## config.mk

```make
export PLATFORM = sky130hd
export DESIGN_NAME = pe_dataflow_sequencer
export DESIGN_NICKNAME = d
export VERILOG_FILES = /design/src/rtl/pe_dataflow_sequencer.sv
export SDC_FILE = /design/constraint.sdc
export NUM_CORES = 1
export LEC_CHECK = 0
export CAP_MARGIN = 15
export CORE_AREA = 3 3 123 125
export CTS_CLUSTER_SIZE = 30
export DETAILED_ROUTE_END_ITERATION = 6
export DIE_AREA = 0 0 126 128
export SYNTH_ARGS = -nofsm -noshare
export SYNTH_HDL_FRONTEND = slang
export SYNTH_SLANG_ARGS = --single-unit
export TNS_END_PERCENT = 100
```

## constraint.sdc

```tcl
create_clock -name clk -period 7.37 [get_ports clk]
set_clock_uncertainty 0.1 [all_clocks]
set_input_delay 1.474 -clock clk [delete_from_list [all_inputs] [get_ports clk]]
set_output_delay 1.474 -clock clk [all_outputs]
set_load 0.03 [all_outputs]
```

## src/rtl/pe_dataflow_sequencer.sv

```systemverilog
// Per-PE sequencer: walks layer/k/c loops, drives LOAD -> COMPUTE -> PPU phases and
// issues I x F activation/weight groups to the multiplier array from latched tile counts.
module pe_dataflow_sequencer #(
   parameter int unsigned I     = 4,
   parameter int unsigned F     = 4,
   parameter int unsigned MAX_A = 64,
   parameter int unsigned MAX_W = 64,
   parameter int unsigned K_W   = 4,
   parameter int unsigned C_W   = 4,
   parameter int unsigned L_W   = 3,
   localparam int unsigned AW   = $clog2(MAX_A) + 1,
   localparam int unsigned WW   = $clog2(MAX_W) + 1
) (
   input  logic           clk,
   input  logic           rst,
   input  logic           start,
   input  logic           abort,
   input  logic [L_W-1:0] cfg_num_layers,
   input  logic [K_W-1:0] cfg_num_k,
   input  logic [C_W-1:0] cfg_num_c,
   input  logic           load_done,
   input  logic [AW-1:0]  load_cnt_a,
   input  logic [WW-1:0]  load_cnt_w,
   input  logic           mul_ready,
   input  logic           ppu_done,
   output logic [2:0]     state,
   output logic [L_W-1:0] current_layer,
   output logic [K_W-1:0] current_k,
   output logic [C_W-1:0] current_c,
   output logic [AW-1:0]  current_a,
   output logic [WW-1:0]  current_w,
   output logic [AW-1:0]  remain_a,
   output logic [WW-1:0]  remain_w,
   output logic           flag_remain_a,
   output logic           flag_remain_w,
   output logic           mul_valid,
   output logic           busy,
   output logic           done
);

   typedef enum logic [2:0] {
      StIdle    = 3'd0,
      StLoad    = 3'd1,
      StCompute = 3'd2,
      StPpu     = 3'd3,
      StDone    = 3'd4
   } state_e;

   state_e         state_q, state_d;
   logic [L_W-1:0] cfg_layers_q, cfg_layers_d;
   logic [K_W-1:0] cfg_k_q, cfg_k_d;
   logic [C_W-1:0] cfg_c_q, cfg_c_d;
   logic [L_W-1:0] layer_q, layer_d;
   logic [K_W-1:0] k_q, k_d;
   logic [C_W-1:0] c_q, c_d;
   logic [AW-1:0]  a_q, a_d;
   logic [WW-1:0]  w_q, w_d;
   logic [AW-1:0]  cnt_a_q, cnt_a_d;
   logic [WW-1:0]  cnt_w_q, cnt_w_d;
   logic           done_q, done_d;

   // One extra bit so the look-ahead sum never wraps before the compare.
   logic [AW:0] a_sum;
   logic [WW:0] w_sum;
   logic        last_a, last_w, phase_end;

   assign a_sum  = {1'b0, a_q} + (AW+1)'(I);
   assign w_sum  = {1'b0, w_q} + (WW+1)'(F);
   assign last_a = a_sum >= {1'b0, cnt_a_q};
   assign last_w = w_sum >= {1'b0, cnt_w_q};

   assign state         = state_q;
   assign current_layer = layer_q;
   assign current_k     = k_q;
   assign current_c     = c_q;
   assign current_a     = a_q;
   assign current_w     = w_q;
   assign remain_a      = cnt_a_q - a_q;
   assign remain_w      = cnt_w_q - w_q;
   assign flag_remain_a = remain_a >= AW'(I);
   assign flag_remain_w = remain_w >= WW'(F);
   assign mul_valid     = (state_q == StCompute) && (cnt_a_q != '0) && (cnt_w_q != '0);
   assign busy          = (state_q != StIdle) && (state_q != StDone);
   assign done          = done_q;

   always_comb begin
      state_d      = state_q;
      cfg_layers_d = cfg_layers_q;
      cfg_k_d      = cfg_k_q;
      cfg_c_d      = cfg_c_q;
      layer_d      = layer_q;
      k_d          = k_q;
      c_d          = c_q;
      a_d          = a_q;
      w_d          = w_q;
      cnt_a_d      = cnt_a_q;
      cnt_w_d      = cnt_w_q;
      done_d       = 1'b0;
      phase_end    = 1'b0;

      if (abort) begin
         state_d = StIdle;
         layer_d = '0;
         k_d     = '0;
         c_d     = '0;
         a_d     = '0;
         w_d     = '0;
         cnt_a_d = '0;
         cnt_w_d = '0;
      end else begin
         case (state_q)
            StIdle, StDone: begin
               if (start) begin
                  cfg_layers_d = cfg_num_layers;
                  cfg_k_d      = cfg_num_k;
                  cfg_c_d      = cfg_num_c;
                  layer_d      = '0;
                  k_d          = '0;
                  c_d          = '0;
                  a_d          = '0;
                  w_d          = '0;
                  cnt_a_d      = '0;
                  cnt_w_d      = '0;
                  state_d      = StLoad;
               end
            end
            StLoad: begin
               if (load_done) begin
                  cnt_a_d = load_cnt_a;
                  cnt_w_d = load_cnt_w;
                  a_d     = '0;
                  w_d     = '0;
                  state_d = StCompute;
               end
            end
            StCompute: begin
               // An empty tile still spends one cycle here with nothing issued.
               if (!mul_valid) begin
                  phase_end = 1'b1;
               end else if (mul_ready) begin
                  if (last_a) begin
                     a_d = '0;
                     if (last_w) phase_end = 1'b1;
                     else        w_d = w_sum[WW-1:0];
                  end else begin
                     a_d = a_sum[AW-1:0];
                  end
               end
               if (phase_end) begin
                  a_d = '0;
                  w_d = '0;
                  if (c_q < cfg_c_q) begin
                     c_d     = c_q + C_W'(1);
                     state_d = StLoad;
                  end else begin
                     c_d     = '0;
                     state_d = StPpu;
                  end
               end
            end
            StPpu: begin
               if (ppu_done) begin
                  if (k_q < cfg_k_q) begin
                     k_d     = k_q + K_W'(1);
                     state_d = StLoad;
                  end else if (layer_q < cfg_layers_q) begin
                     k_d     = '0;
                     layer_d = layer_q + L_W'(1);
                     state_d = StLoad;
                  end else begin
                     state_d = StDone;
                     done_d  = 1'b1;
                  end
               end
            end
            default: state_d = StIdle;
         endcase
      end
   end

   always_ff @(posedge clk or negedge rst) begin
      if (!rst) begin
         state_q      <= StIdle;
         cfg_layers_q <= '0;
         cfg_k_q      <= '0;
         cfg_c_q      <= '0;
         layer_q      <= '0;
         k_q          <= '0;
         c_q          <= '0;
         a_q          <= '0;
         w_q          <= '0;
         cnt_a_q      <= '0;
         cnt_w_q      <= '0;
         done_q       <= 1'b0;
      end else begin
         state_q      <= state_d;
         cfg_layers_q <= cfg_layers_d;
         cfg_k_q      <= cfg_k_d;
         cfg_c_q      <= cfg_c_d;
         layer_q      <= layer_d;
         k_q          <= k_d;
         c_q          <= c_d;
         a_q          <= a_d;
         w_q          <= w_d;
         cnt_a_q      <= cnt_a_d;
         cnt_w_q      <= cnt_w_d;
         done_q       <= done_d;
      end
   end

endmodule

```

; ---- Yosys cells after proc, flatten, opt, wreduce, memory -nomap -nowiden
; Index checks and enable logic that the tools add are counted.
[op_classes]
n_eq_ne = 16
n_bitwise = 1
reduce_logical = 20
n_lt_le_gt_ge = 7
n_addsub = 7
mux = 57
[op_table]
columns = cell, count
row1 = $mux 7, 17
row2 = $pmux 7 s3, 2
row3 = $mux 3, 12
row4 = $mux 4, 8
row5 = $pmux 7 s2, 2
row6 = $ne 3x3->1 const B, 6
row7 = $add 7x3->8 const B, 2
row8 = $ge 8x7->1, 2
row9 = $ne 4x3->1 const B, 4
row10 = $pmux 4 s2, 2
row11 = $ge 7x3->1 const B, 2
row12 = $reduce_bool 7->1, 2
row13 = $sub 7x7->7, 2
row14 = $pmux 3 s4, 1
row15 = $reduce_bool 3->1, 4
row16 = $mux 1, 11
row17 = $reduce_and 5->1, 2
row18 = $reduce_and 3->1, 3
row19 = $add 4x1->4 const B, 2
row20 = $lt 4x4->1, 2
row21 = $reduce_and 4->1, 2
row22 = $reduce_and 7->1, 1
row23 = $eq 3x2->1 const B, 2
row24 = $pmux 3 s2, 1
row25 = 12 further kinds, 14
[word_totals]
output_inout_bits = 47
in_bits = 32
wordCells = 120
register_bits = 54

; ---- Logic depth before layout (Yosys ltp)
; Gate-level depths: netlist of the first run.
[depth]
ltp_word = 11
ltp_mapped = 10
ltp_nobuf = 10

; ---- Worst setup path before layout of the first run
; No wires, ideal clock.
[synth_timing]
kind = register -> output
startpoint = reg w_q[2], in the netlist current_w[2]
endpoint = out flag_remain_w
arrival_time_ps = 2419
stages_incl_launch_ff = 9
path_buffers = 0
path_slack_ps = 3377
cell_sequence = dfrtp_1 > inv_1 > ha_1 > nand2b_1 > a21oi_1 > a21oi_1 > a31oi_1 > xnor2_1 > or3_1
[synth_via]
elab_chain_len = 2
[synth_rtl]
columns = element, line_no
row1 = "start, declared", 57  ; logic [WW-1:0] w_q, w_d;
row2 = "start signal, assigned", 204  ; w_q <= w_d;
row3 = $sub 7x7->7, 79  ; assign remain_w = cnt_w_q - w_q;
row4 = named net remain_w[6], 33  ; output logic [WW-1:0] remain_w,
row5 = $ge 7x3->1, 81  ; assign flag_remain_w = remain_w >= WW'(F);
row6 = "end, declared", 35  ; output logic flag_remain_w,
; The timed path passes the listed nets, and every way through them passes these cells.

; ---- Final worst setup path of the first run
[layout_timing]
startpoint = reg w_q[2], in the netlist current_w[2]
endpoint = out flag_remain_w
[layout_via]
elab_chain_len = 2
[layout_rtl]
columns = element, line_no
row1 = $sub 7x7->7, 79
row2 = $ge 7x3->1, 81
; No other way between the ends.

==> flow_summary_export.csv, run 1 <==
group,metric,value,unit
drt,avgViaCountPerCell,4.584,
cts,cts_htree_levels,2,
drt,initialDrtViolationCount,161,
hold_path,holdPathStages,1,
synthesis,synth_top_family_by_area,"compound AO/OA/AOI/OAI gates",
global_routing,grt-ovfl-total,0,
timing,final-max-slew-violation-count,0,
synthesis,synth-simple-area-share,0.1869,
worst_setup_path,crit_path_max_incr_delay,590,ps
global_routing,grt_pass1_vias,2946,
final_layout,finish.utilization,0.3259,
synthesis,yosysSeqAreaShare,0.3588,
place,portBuffers,74,
synthesis,postSynthAreaPerCell,8.806,µm²
die,die-area,16130,µm²
timing,relSlewSlack,0.3144,
place,dp_hpwl,7.016,mm
timing,tightest_slew,1023,ps
drt,final_antenna_net_count,0,
global_routing,track_usage,0.1105,
final_layout,layout.nets,535,
die,dieWidth,126,µm
die,start_util,0.2493,
worst_setup_path,r2r_setup_slack,4360,ps
power_and_ir_drop,p_int,788.4,µW
cts,cts_buffer_depth,2,
die,die_h,128,µm
timing,setup_violations,0,
worst_setup_path,crit_required,5800,ps
power_and_ir_drop,power_frac_seq,0.274,
status,status,"finished, final reports clean",
die,io_pins,79,
synthesis,synth_mux_area_frac,0.01866,
synthesis,synth_top_area_frac,0.3588,
drt,finalWirelength,9.070,mm
synthesis,yosys.area_share.xor_xnor,0.04521,
final_layout,antenna_cells,0,
cts,cts.sink_count,50,
final_layout,final_cell_mix,"clkdlybuf4s50_1 (73), nand2_1 (52), dfrtp_1 (50)",
hold_path,holdPathEnd,"cfg_layers_q[0]",
worst_setup_path,critPathMaxFanout,6,
power_and_ir_drop,switching_share,0.4298,
cts,post-cts-setup-buffer-count,0,
synthesis,yosysTopAreaCell,"dfrtp_1",
worst_setup_path,end_kind,"primary output",
worst_setup_path,worstSetupPathType,"reg2out",
timing,rsz0062_at_grt,"no",
cts,hold_buffers,0,
die,num_rows,43,
worst_setup_path,timing.rr.start,"current_a[3]",
worst_setup_path,timing.rr.end,"current_c[1]",
cts,cts_root_buffer,"clkbuf_16",
hold_path,min_from,"cfg_layers_q[0]",
power_and_ir_drop,power.leakage,1.940,nW
global_routing,grt_max_degree,51,
hold_path,hold_path_class,"reg2reg",
timing,period_share,0.6090,
drt,wl_per_cell,13.98,µm
global_routing,grt_pass1_wl,14.71,mm
timing,setup_tns,0,ps
power_and_ir_drop,peakVddDrop,0.0001397,V
drt,drc,0,
synthesis,synth_compound_area_frac,0.1909,
power_and_ir_drop,p_sw,594.4,µW
timing,fmax,222.8,MHz
timing,finalWorstPathRequiredPeriod,4488,ps
synthesis,synth_edf_count,0,
synthesis,synth_cell_type_count,59,
synthesis,synth-main-ff-cell,"dfrtp_1",
worst_setup_path,crit_arrival,2910,ps
timing,hold_violations,0,
cts,cts_tree,"done",
synthesis,ys_warn_count,0,
global_routing,antenna_found_initial,0,
final_layout,final_common_cell,"clkdlybuf4s50_1",
synthesis,synthTopCellsByArea,"dfrtp_1 (36%), ha_1 (13%), o21ai_0 (6.0%), nand2_1 (5.6%), inv_1 (4.1%)",
job,cap_violations,0,
power_and_ir_drop,powerDensity,303.3,nW/µm²
final_layout,drive_above_1_share,0.06397,
cts,clk_latency,290,ps
synthesis,synthArstFlopShare,1.000,
worst_setup_path,worstRegToRegCells,10,
worst_setup_path,cpMaxStageDelayCell,"clkdlybuf4s50_1",
cts,cts_made_buffers,5,
drt,dr.pass1.iters,4,
power_and_ir_drop,p_comb_frac,0.532,
cts,cts_resized,0,
power_and_ir_drop,p_clk_frac,0.194,
cts,clk_pin_slew,70,ps
place,gp_congestion,0.7916,
synthesis,syn-cell-area,3487,µm²
die,coreArea,13990,µm²
drt,num_vias,2975,
final_layout,layout-area-overhead-vs-synth,30.75,%
synthesis,synth-adder-area-share,0.1256,
worst_setup_path,start_kind,"flip-flop",
synthesis,netlist_instances,396,
synthesis,ys_ff_latch,50,
worst_setup_path,cp_cell_sequence,"inv_1, ha_1, nand2b_1, a21oi_1, a21oi_1, xor2_1, or3_1, or3_1, clkdlybuf4s50_1",
[cell usage after synthesis (all sizes together), types with 3 or more instances]
cell,number
mux2,4
nor2,18
nand2b,8
nand3,9
o21ai,46
nand2,52
a21oi,12
a31oi,4
nor4,4
buf,11
and3,5
a211oi,4
xnor2,11
a21o,8
a22o,4
o31ai,6
a311oi,3
ha,35
dfrtp,50
inv,38
xor2,7
or3,6
and2,3
clkbuf,7
nor2b,4
nor3,10
[sequential cells by signal, indices dropped and copies added, names as in the netlist, 3 cells and up]
register       count
cfg_c_q            4
cfg_k_q            4
cfg_layers_q       3
cnt_a_q            7
cnt_w_q            7
current_a          5
current_c          4
current_k          4
current_layer      3
current_w          5
state              3
[per-layer routing]
layer / part of all wire / wire length [µm] / track usage
met5: 0 / 0 / 0
met4: 0.0090 / 82 / 0.02145
met3: 0.057 / 518 / 0.03167
met2: 0.48 / 4353 / 0.1925
met1: 0.45 / 4115 / 0.1371
[power by group through the flow]
stage	Combinational [mW]	Clock, mW	Sequential, mW
final	0.735	0.269	0.379
after global routing	0.811	0.287	0.388
after CTS	0.742	0.277	0.379
after detailed placement	0.738	0	0.384
after global placement	0.723	0	0.383
after floorplan	0.505	0	0.376
[worst max path at each step]
stage / startpoint / end / slack (ps) / cells after the start
after floorplan: current_w[2] / flag_remain_w / 3380 / 8
after global placement: current_w[2] / flag_remain_w / 3320 / 9
after detailed placement: current_w[2] / flag_remain_w / 3210 / 9
after CTS: current_w[2] / flag_remain_w / 2870 / 9
after global routing: current_w[2] / flag_remain_w / 2710 / 9
final: current_w[2] / flag_remain_w / 2880 / 9
[cell type report]
class	count	area (µm²)
inverters	38	142.6
flip-flops and latches	50	1251
multi-input cells	296	2013
well taps	180	225.2
clock buffers	5	125.1
repair buffers	77	758.2
fillers	1477	9429
clock inverters	3	43.79
[critical path: cells and delay by family, from the launching register on]
family | cells | cell delay [ps]
XOR/XNOR | 1 | 160
buffers and inverters | 2 | 680
AND/OR/NAND/NOR | 3 | 730
flip-flops | 1 | 440
AO/OA/AOI/OAI | 2 | 280
adder cells (fa/ha/maj) | 1 | 340
[cell families after synthesis]
| group | Yosys count |
|---|---|
| AO/OA/AOI/OAI | 102 |
| other | 2 |
| buffers and inverters | 56 |
| adder cells (fa/ha/maj) | 35 |
| multiplexers | 6 |
| XOR/XNOR | 18 |
| flip-flops | 50 |
| AND/OR/NAND/NOR | 127 |
[through the flow]
stage	instances	setup WS, ps	instance area, µm²	total power [mW]	hold slack (ps)
final	649	2882	4559	1.383	412.3
after detailed placement	641	3207	4390	1.122	401.4
after CTS	649	2873	4559	1.398	417.1
after global placement	641	3315	4390	1.106	399.2
after floorplan	402	3377	3510	0.8803	375.3
after global routing	649	2706	4559	1.485	439.8
Power figures use the tool's default switching activity.
==> inputs of run 2 (changes only) <==
==> constraint.sdc (replaced) <==
create_clock -name clk -period 4.7 [get_ports clk]
set_clock_uncertainty 0.1 [all_clocks]
set_input_delay 0.94 -clock clk [delete_from_list [all_inputs] [get_ports clk]]
set_output_delay 0.94 -clock clk [all_outputs]
set_load 0.03 [all_outputs]
==> flow_summary_export.csv, run 2 (synthesized netlist as in run 1, its figures left out) <==
group,metric,value,unit
drt,num_vias,3012,
place,portBuffers,74,
final_layout,final_cell_mix,"clkdlybuf4s50_1 (73), nand2_1 (52), dfrtp_1 (50)",
status,status,"finished, final reports clean",
final_layout,final_common_cell,"clkdlybuf4s50_1",
worst_setup_path,crit_path_max_incr_delay,600,ps
worst_setup_path,timing.rr.end,"current_c[1]",
cts,clk_pin_slew,70,ps
worst_setup_path,crit_required,3660,ps
worst_setup_path,cp_num_cells,9,
timing,setup_tns,0,ps
power_and_ir_drop,powerDensity,474.7,nW/µm²
worst_setup_path,critPathTopFamily,"simple AND/OR/NAND/NOR gates",
drt,initialDrtViolationCount,191,
cts,cts_root_buffer,"clkbuf_16",
power_and_ir_drop,finalPower,2.168,mW
drt,avgViaCountPerCell,4.641,
worst_setup_path,start_kind,"flip-flop",
worst_setup_path,timing.rr.start,"current_a[3]",
worst_setup_path,crit_end,"flag_remain_w",
hold_path,hold_path_class,"in2async",
drt,dr.pass1.iters,4,
final_layout,drive_above_1_share,0.06397,
worst_setup_path,end_kind,"primary output",
final_layout,antenna_cells,0,
power_and_ir_drop,peakVddDrop,0.0002174,V
timing,relSlewSlack,0.5596,
die,die-area,16130,µm²
timing,rsz0062_at_grt,"no",
global_routing,grt_pass1_vias,3016,
global_routing,grt-ovfl-total,0,
global_routing,track_usage,0.1118,
cts,post-cts-setup-buffer-count,0,
worst_setup_path,crit_arrival,2950,ps
worst_setup_path,r2r_setup_slack,1680,ps
drt,drc,0,
cts,cts_buffer_depth,2,
worst_setup_path,cpMaxStageDelayCell,"clkdlybuf4s50_1",
cts,clk_latency,290,ps
worst_setup_path,worstRegToRegCells,10,
drt,wl_per_cell,13.96,µm
place,dp_hpwl,7.058,mm
final_layout,nFillCells,1450,
worst_setup_path,path_buf_inv,2,
global_routing,grt_max_degree,46,
global_routing,antenna_found_initial,0,
worst_setup_path,cp_cell_sequence,"inv_1, ha_1, nand2b_1, a21oi_1, a21oi_1, xor2_1, or3_1, or3_1, clkdlybuf4s50_1",
global_routing,grt_pass1_wl,14.97,mm
timing,final-max-slew-violation-count,0,
die,start_util,0.2493,
timing,period_share,0.8480,
job,cap_violations,0,
timing,finalWorstPathRequiredPeriod,3986,ps
drt,final_antenna_net_count,0,
die,coreArea,13990,µm²
cts,cts_made_buffers,5,
die,io_pins,79,
worst_setup_path,critPathMaxFanout,6,
final_layout,layout.nets,536,
cts,cts_resized,0,
die,num_rows,43,
drt,finalWirelength,9.057,mm
worst_setup_path,worstSetupPathType,"reg2out",
cts,cts_htree_levels,2,
die,die_h,128,µm
place,gp_congestion,0.7865,
final_layout,reg.largest.list,"cnt_a_q: 7 flops, cnt_w_q: 7 flops",
cts,cts_tree,"done",
timing,tightest_slew,656.6,ps
timing,fmax,250.9,MHz
die,dieWidth,126,µm
power_and_ir_drop,power.leakage,1.944,nW
worst_setup_path,crit_start,"current_w[2]",
timing,setup_violations,0,
final_layout,layout-area-overhead-vs-synth,30.97,%
timing,hold_violations,0,
cts,hold_buffers,0,
cts,cts.sink_count,50,
run 2: cell count changes in the layout (fill, tap and decap cells not counted):
cell,delta
inv_6,-1
clkbuf_8,+1
buf_4,+1
clkinv_2,-1
run 2: where the power goes:
| part | leakage [nW] | switching (mW) | total [mW] | internal, mW |
|---|---|---|---|---|
| registers | 0.674 | 0.0799 | 0.594 | 0.514 |
| logic | 1.19 | 0.681 | 1.15 | 0.473 |
| clock network | 0.0829 | 0.158 | 0.421 | 0.263 |
run 2: cell type report:
class	instances	area [µm²]	area share
clock buffer	6	138.9	0.03041
clock inverter	1	30.03	0.006575
inverter	38	142.6	0.03123
multi-input combinational	296	2013	0.4408
sequential	50	1251	0.2740
tap	180	225.2	0.04932
timing repair buffer	78	765.7	0.1677
run 2: per-stage QoR:
step | setup slack (ps) | std cells | utilization | instance area [µm²] | hold slack (ps)
after floorplan | 1241 | 402 | - | 3510 | 375.3
after global placement | 1179 | 642 | 0.3144 | 4398 | 399.3
after detailed placement | 1021 | 642 | 0.3144 | 4398 | 409.0
after CTS | 702.6 | 649 | 0.3265 | 4567 | 361.3
after global routing | 557.4 | 649 | 0.3265 | 4567 | 361.7
final | 714.5 | 649 | 0.3265 | 4567 | 363.8
run 2: how the worst min path moves through the flow:
stage          slack, ps          endpoint  cells after the start        from
3_5_place_dp         410        cfg_c_q[0]                      1  cfg_c_q[0]
6_report             360  current_layer[1]                      1         rst
4_1_cts              360  current_layer[1]                      1         rst
2_1_floorplan        380        cnt_a_q[2]                      2  cnt_a_q[2]
5_1_grt              360   cfg_layers_q[2]                      1         rst
3_3_place_gp         400        cfg_c_q[0]                      1  cfg_c_q[0]
run 2: routing by layer:
| layer | GRT usage | share of wire | vias up |
|---|---|---|---|
| met3 | 0.03083 | 0.055 | 4 |
| met1 | 0.1433 | 0.46 | 1425 |
| met4 | 0.02019 | 0.0040 | 0 |
| met2 | 0.1909 | 0.48 | 73 |
| met5 | 0 | 0 | - |
| li1 | - | - | 1510 |
